**src/rtl/fifo_sync_flex.sv**
```systemverilog
// Synchronous single-clock FIFO with a selectable registered or first-word-fall-through read port.
// It also provides an occupancy count, almost-full/empty thresholds and sticky error flags.
module fifo_sync_flex #(
  parameter int unsigned DATA_WIDTH = 8,
  parameter int unsigned DEPTH      = 16,
  parameter int unsigned PTR_SIZE   = 5,
  parameter int unsigned FWFT       = 0,
  parameter int unsigned AF_THRESH  = 14,
  parameter int unsigned AE_THRESH  = 2
) (
  input  logic                  clk,
  input  logic                  reset,
  input  logic                  write_en,
  input  logic                  read_en,
  input  logic [DATA_WIDTH-1:0] data_in,
  input  logic                  clr_err,
  output logic [DATA_WIDTH-1:0] data_out,
  output logic                  empty,
  output logic                  full,
  output logic                  almost_full,
  output logic                  almost_empty,
  output logic [PTR_SIZE-1:0]   count,
  output logic                  overflow,
  output logic                  underflow
);

  localparam int unsigned AW = PTR_SIZE - 1;
  localparam logic [PTR_SIZE-1:0] DepthC = PTR_SIZE'(DEPTH);
  localparam logic [PTR_SIZE-1:0] AfC    = PTR_SIZE'(AF_THRESH);
  localparam logic [PTR_SIZE-1:0] AeC    = PTR_SIZE'(AE_THRESH);

  logic [DATA_WIDTH-1:0] mem_q [DEPTH];
  logic [PTR_SIZE-1:0]   wr_ptr_q, wr_ptr_d;
  logic [PTR_SIZE-1:0]   rd_ptr_q, rd_ptr_d;
  logic [PTR_SIZE-1:0]   occ;
  logic [AW-1:0]         rd_addr;
  logic                  overflow_q, overflow_d;
  logic                  underflow_q, underflow_d;
  logic                  rd_acc, wr_acc;

  // Pointers carry an extra wrap bit, so their difference is the occupancy 0..DEPTH.
  assign occ     = wr_ptr_q - rd_ptr_q;
  assign rd_addr = rd_ptr_q[AW-1:0];

  assign count        = occ;
  assign empty        = (occ == '0);
  assign full         = (occ == DepthC);
  assign almost_full  = (occ >= AfC);
  assign almost_empty = (occ <= AeC);
  assign overflow     = overflow_q;
  assign underflow    = underflow_q;

  always_comb begin
    rd_acc   = read_en && !empty;
    wr_acc   = write_en && (!full || rd_acc);
    wr_ptr_d = wr_acc ? wr_ptr_q + PTR_SIZE'(1) : wr_ptr_q;
    rd_ptr_d = rd_acc ? rd_ptr_q + PTR_SIZE'(1) : rd_ptr_q;
    // A new error in the same cycle as clr_err takes priority.
    overflow_d  = clr_err ? 1'b0 : overflow_q;
    underflow_d = clr_err ? 1'b0 : underflow_q;
    if (write_en && !wr_acc) overflow_d = 1'b1;
    if (read_en && !rd_acc) underflow_d = 1'b1;
  end

  always_ff @(posedge clk) begin
    if (reset) begin
      wr_ptr_q    <= '0;
      rd_ptr_q    <= '0;
      overflow_q  <= 1'b0;
      underflow_q <= 1'b0;
    end else begin
      wr_ptr_q    <= wr_ptr_d;
      rd_ptr_q    <= rd_ptr_d;
      overflow_q  <= overflow_d;
      underflow_q <= underflow_d;
    end
  end

  always_ff @(posedge clk) begin
    if (!reset && wr_acc) begin
      mem_q[wr_ptr_q[AW-1:0]] <= data_in;
    end
  end

  if (FWFT != 0) begin : g_fwft
    assign data_out = empty ? '0 : mem_q[rd_addr];
  end else begin : g_std
    logic [DATA_WIDTH-1:0] data_q, data_d;

    always_comb begin
      data_d = rd_acc ? mem_q[rd_addr] : data_q;
    end

    always_ff @(posedge clk) begin
      if (reset) begin
        data_q <= '0;
      end else begin
        data_q <= data_d;
      end
    end

    assign data_out = data_q;
  end

endmodule

```
**config.mk**
```make
export PLATFORM = sky130hd
export DESIGN_NAME = fifo_sync_flex
export DESIGN_NICKNAME = d
export VERILOG_FILES = /design/src/rtl/fifo_sync_flex.sv
export SDC_FILE = /design/constraint.sdc
export NUM_CORES = 1
export LEC_CHECK = 0
export ABC_AREA = 1
export BUFFER_PORTS_ARGS = -buffer_cell sky130_fd_sc_hd__buf_2
export CELL_PAD_IN_SITES_DETAIL_PLACEMENT = 0
export CELL_PAD_IN_SITES_GLOBAL_PLACEMENT = 1
export CORE_ASPECT_RATIO = 0.8
export CORE_MARGIN = 1.5
export CORE_UTILIZATION = 40
export DETAILED_ROUTE_END_ITERATION = 6
export HOLD_SLACK_MARGIN = 0.05
export PLACE_DENSITY = 0.67
export SLEW_MARGIN = 20
export SYNTH_ARGS = -nofsm -noshare
export SYNTH_HDL_FRONTEND = slang
export SYNTH_SLANG_ARGS = --single-unit
```
**constraint.sdc**
```tcl
create_clock -name clk -period 2.9 [get_ports clk]
set_input_delay 0 -clock clk [delete_from_list [all_inputs] [get_ports clk]]
set_output_delay 0 -clock clk [all_outputs]
set_load 0.005 [all_outputs]
```
==> flow_summary.toml <==
[final_layout]
n_fill_cell = 1361
area_delta_synth_final_pct = 18.8
stdcell_count = 846
fin_area_mm2 = 0.00754
drive_gt1_frac = 0.159
nets = 647
diodes = 0

[logic_synthesis]
synth_top_area_cell = "edfxtp_1"
syn_avg_cell_area_um2 = 11.2
ys_async_sr_fraction = 0
seq_area_frac_synth = 0.668
ys_ff_latch = 148
syn_area_mm2 = 0.00635
ys.flop_type = "edfxtp_1"
synthTopCellsByArea = "edfxtp_1 (61%), nor2_1 (7.4%), dfxtp_1 (6.3%), o21ai_0 (5.5%), nand2_1 (4.2%)"
synthCells = 568
ys_types = 31
synth_nets = 591
yosys.area.top_type_share = 0.605
ys_top_cells_by_count = "edfxtp_1 (128), nor2_1 (126), nand2_1 (71)"
yosysMostFrequentCell = "edfxtp_1"
synth_edf_count = 128
yosys_warnings = 0

[routing]
antenna_left = 0
wl_per_cell_um = 18.8
wl_met1_mm = 7.44
met2_length_mm = 7.22
dr_wl_met3_um = 981
dr.pass1.iters = 7
via_per_inst = 5.18
maxUsedRoutingLayer = "met4"
drc = 0
vias = 4380
drtIter0Drc = 406
wl_mm = 15.9

[timing]
fmax_ghz = 0.364
final.setup_skew_ps = 9.90
slew_violations = 0
hold_viol = 0
hold_ws_ps = 38.7
relSlewSlack = 0.553
fin_setup_tns_ps = 0
min_period_over_period = 0.948
fin_crit_ps = 2750
worstMarginPinSlew_ps = 670
grt_setup_unrepaired = "no"
setup_viol = 0

[clock_tree]
clk_latency_ps = 420
cts_sinks = 148
root_buffer = "clkbuf_16"
clk_pin_slew_worst_paths_ps = 60
cts_buffer_depth = 2
htree_levels = 4
numCtsBuffers = 17
cts_tree = "done"
postCtsSetupBuffers = 0

[placed_design]
placed_cells = 805
io_buffer_count = 31
gp_congestion = 0.887
hpwl_mm = 10.5
dpl_cell_area_mm2 = 0.00681

[setup_path]
rr_endpoint = "overflow$_SDFFE_PP0P_"
worstReg2RegStart = "wr_ptr_q[0]$_SDFFE_PP0P_"
cp.required_ps = 3270
r2r_cells = 12
startpoint_type = "register"
cp_max_fo = 6
critPathKind = "reg2reg"
endpoint_kind = "register"
critical_path_arrival_ps = 3120
rrSetupSlack_ps = 150

[die]
die_h_um = 116
core_area_mm2 = 0.0153
die_w_um = 144
rows = 40
dieArea_mm2 = 0.0166
io-pin-count = 32
start_util = 0.416

[power]
p_comb_frac = 0.166
clkPwrFrac = 0.413
p_leak_nw = 2.73
p_per_area_mw_per_mm2 = 753
pwr-share-seq = 0.421
cell_internal_pwr_w = 0.00411
swShare = 0.276
vdd_drop_max_v = 0.000497
switching_power_w = 0.00157

[global_routing]
grt_pass1_vias = 4328
grt-ovfl-total = 0
grt_max_degree = 69
grtUsageTotal = 0.210
grt_pass1_wl_mm = 25.0
antenna_found_initial = 0

[min_path]
whs_path_depth = 1
holdCritStartpoint = "data_in[3]"
min_to = "mem_q[11][3]$_DFFE_PP_"
hold_class = "in2reg"

[run]
max_cap_viol_count = 0

[outcome]
run_status = "finished, final reports clean"
## area by class of cell
cell class	count	area, um^2	share of cell area
Clock buffer	17	425	0.0564
Clock inverter	14	201	0.0267
Inverter	28	108	0.0143
Multi-Input combinational cell	364	1860	0.247
Sequential cell	148	4250	0.563
Tap cell	210	263	0.0348
Timing Repair Buffer	65	435	0.0577
## how the worst max path moves through the flow
stage,cells past startpoint,startpoint,endpoint
6_report,12,wr_ptr_q[0]$_SDFFE_PP0P_,overflow$_SDFFE_PP0P_
5_1_grt,12,wr_ptr_q[0]$_SDFFE_PP0P_,overflow$_SDFFE_PP0P_
4_1_cts,13,wr_ptr_q[0]$_SDFFE_PP0P_,mem_q[5][7]$_DFFE_PP_
2_1_floorplan,12,wr_ptr_q[0]$_SDFFE_PP0P_,mem_q[12][0]$_DFFE_PP_
3_3_place_gp,13,wr_ptr_q[0]$_SDFFE_PP0P_,mem_q[13][5]$_DFFE_PP_
3_5_place_dp,13,wr_ptr_q[0]$_SDFFE_PP0P_,mem_q[4][3]$_DFFE_PP_
## power groups by stage
stage / Sequential (W) / Combinational (W) / Clock [W]
6_report: 0.00239 / 0.000943 / 0.00235
5_1_grt: 0.00240 / 0.00105 / 0.00246
4_1_cts: 0.00239 / 0.000941 / 0.00237
3_5_place_dp: 0.00244 / 0.000924 / 0
3_3_place_gp: 0.00244 / 0.000928 / 0
2_1_floorplan: 0.00244 / 0.000596 / 0
## critical path, stage by stage (launching register included)
cell and delay [ps]:
dfxtp_1 430, inv_1 120, ha_1 240, fa_1 420, nand3b_1 210, nand2_1 90, nand2_1 80, nand2_4 140
inv_1 60, nor2_1 140, nand3_1 90, a21oi_1 130, dlygate4sd3_1 540
## registers in the layout, indices dropped and copies added, names as in the netlist
name       count
underflow      1
mem_q        128
wr_ptr_q       5
rd_ptr_q       5
overflow       1
data_out       8
## per-stage QoR
stage	setup WS [ps]	power, W	utilization
after global routing	24.2	0.00590	0.494
after CTS	133	0.00570	0.494
after global placement	208	0.00336	0.446
after detailed placement	151	0.00336	0.446
after floorplan	220	0.00303	-
final	152	0.00568	0.494
## routing by layer
layer	track usage	up-vias
li1	-	2090
met1	0.300	2103
met3	0.0417	22
met4	0.0701	0
met5	0	-
met2	0.322	165
## cell families after synthesis
| logic type | synth area share |
|---|---|
| fa+ha+maj | 0.0209 |
| compound gates | 0.105 |
| flops | 0.668 |
| xor+xnor | 0.0136 |
| buf+inv | 0.0394 |
| simple gates | 0.152 |
## cell usage in the layout, fill, tap and decap left out, types with 17 or more instances in the layout
cell type,instances
edfxtp_1,128
dfxtp_1,19
buf_2,31
inv_1,24
nand3_1,17
o21ai_0,70
clkbuf_16,17
nand2_1,71
nor2_1,126
buf_4,24
## what timing repair did
action / in CTS / in global routing
hold endpoints to repair: 57 / 0
hold buffers: 10 / 0
gates resized for setup: 0 / 1
endpoints found under the setup margin: 0 / 22
Note: power is estimated with default switching activity, not from simulation.
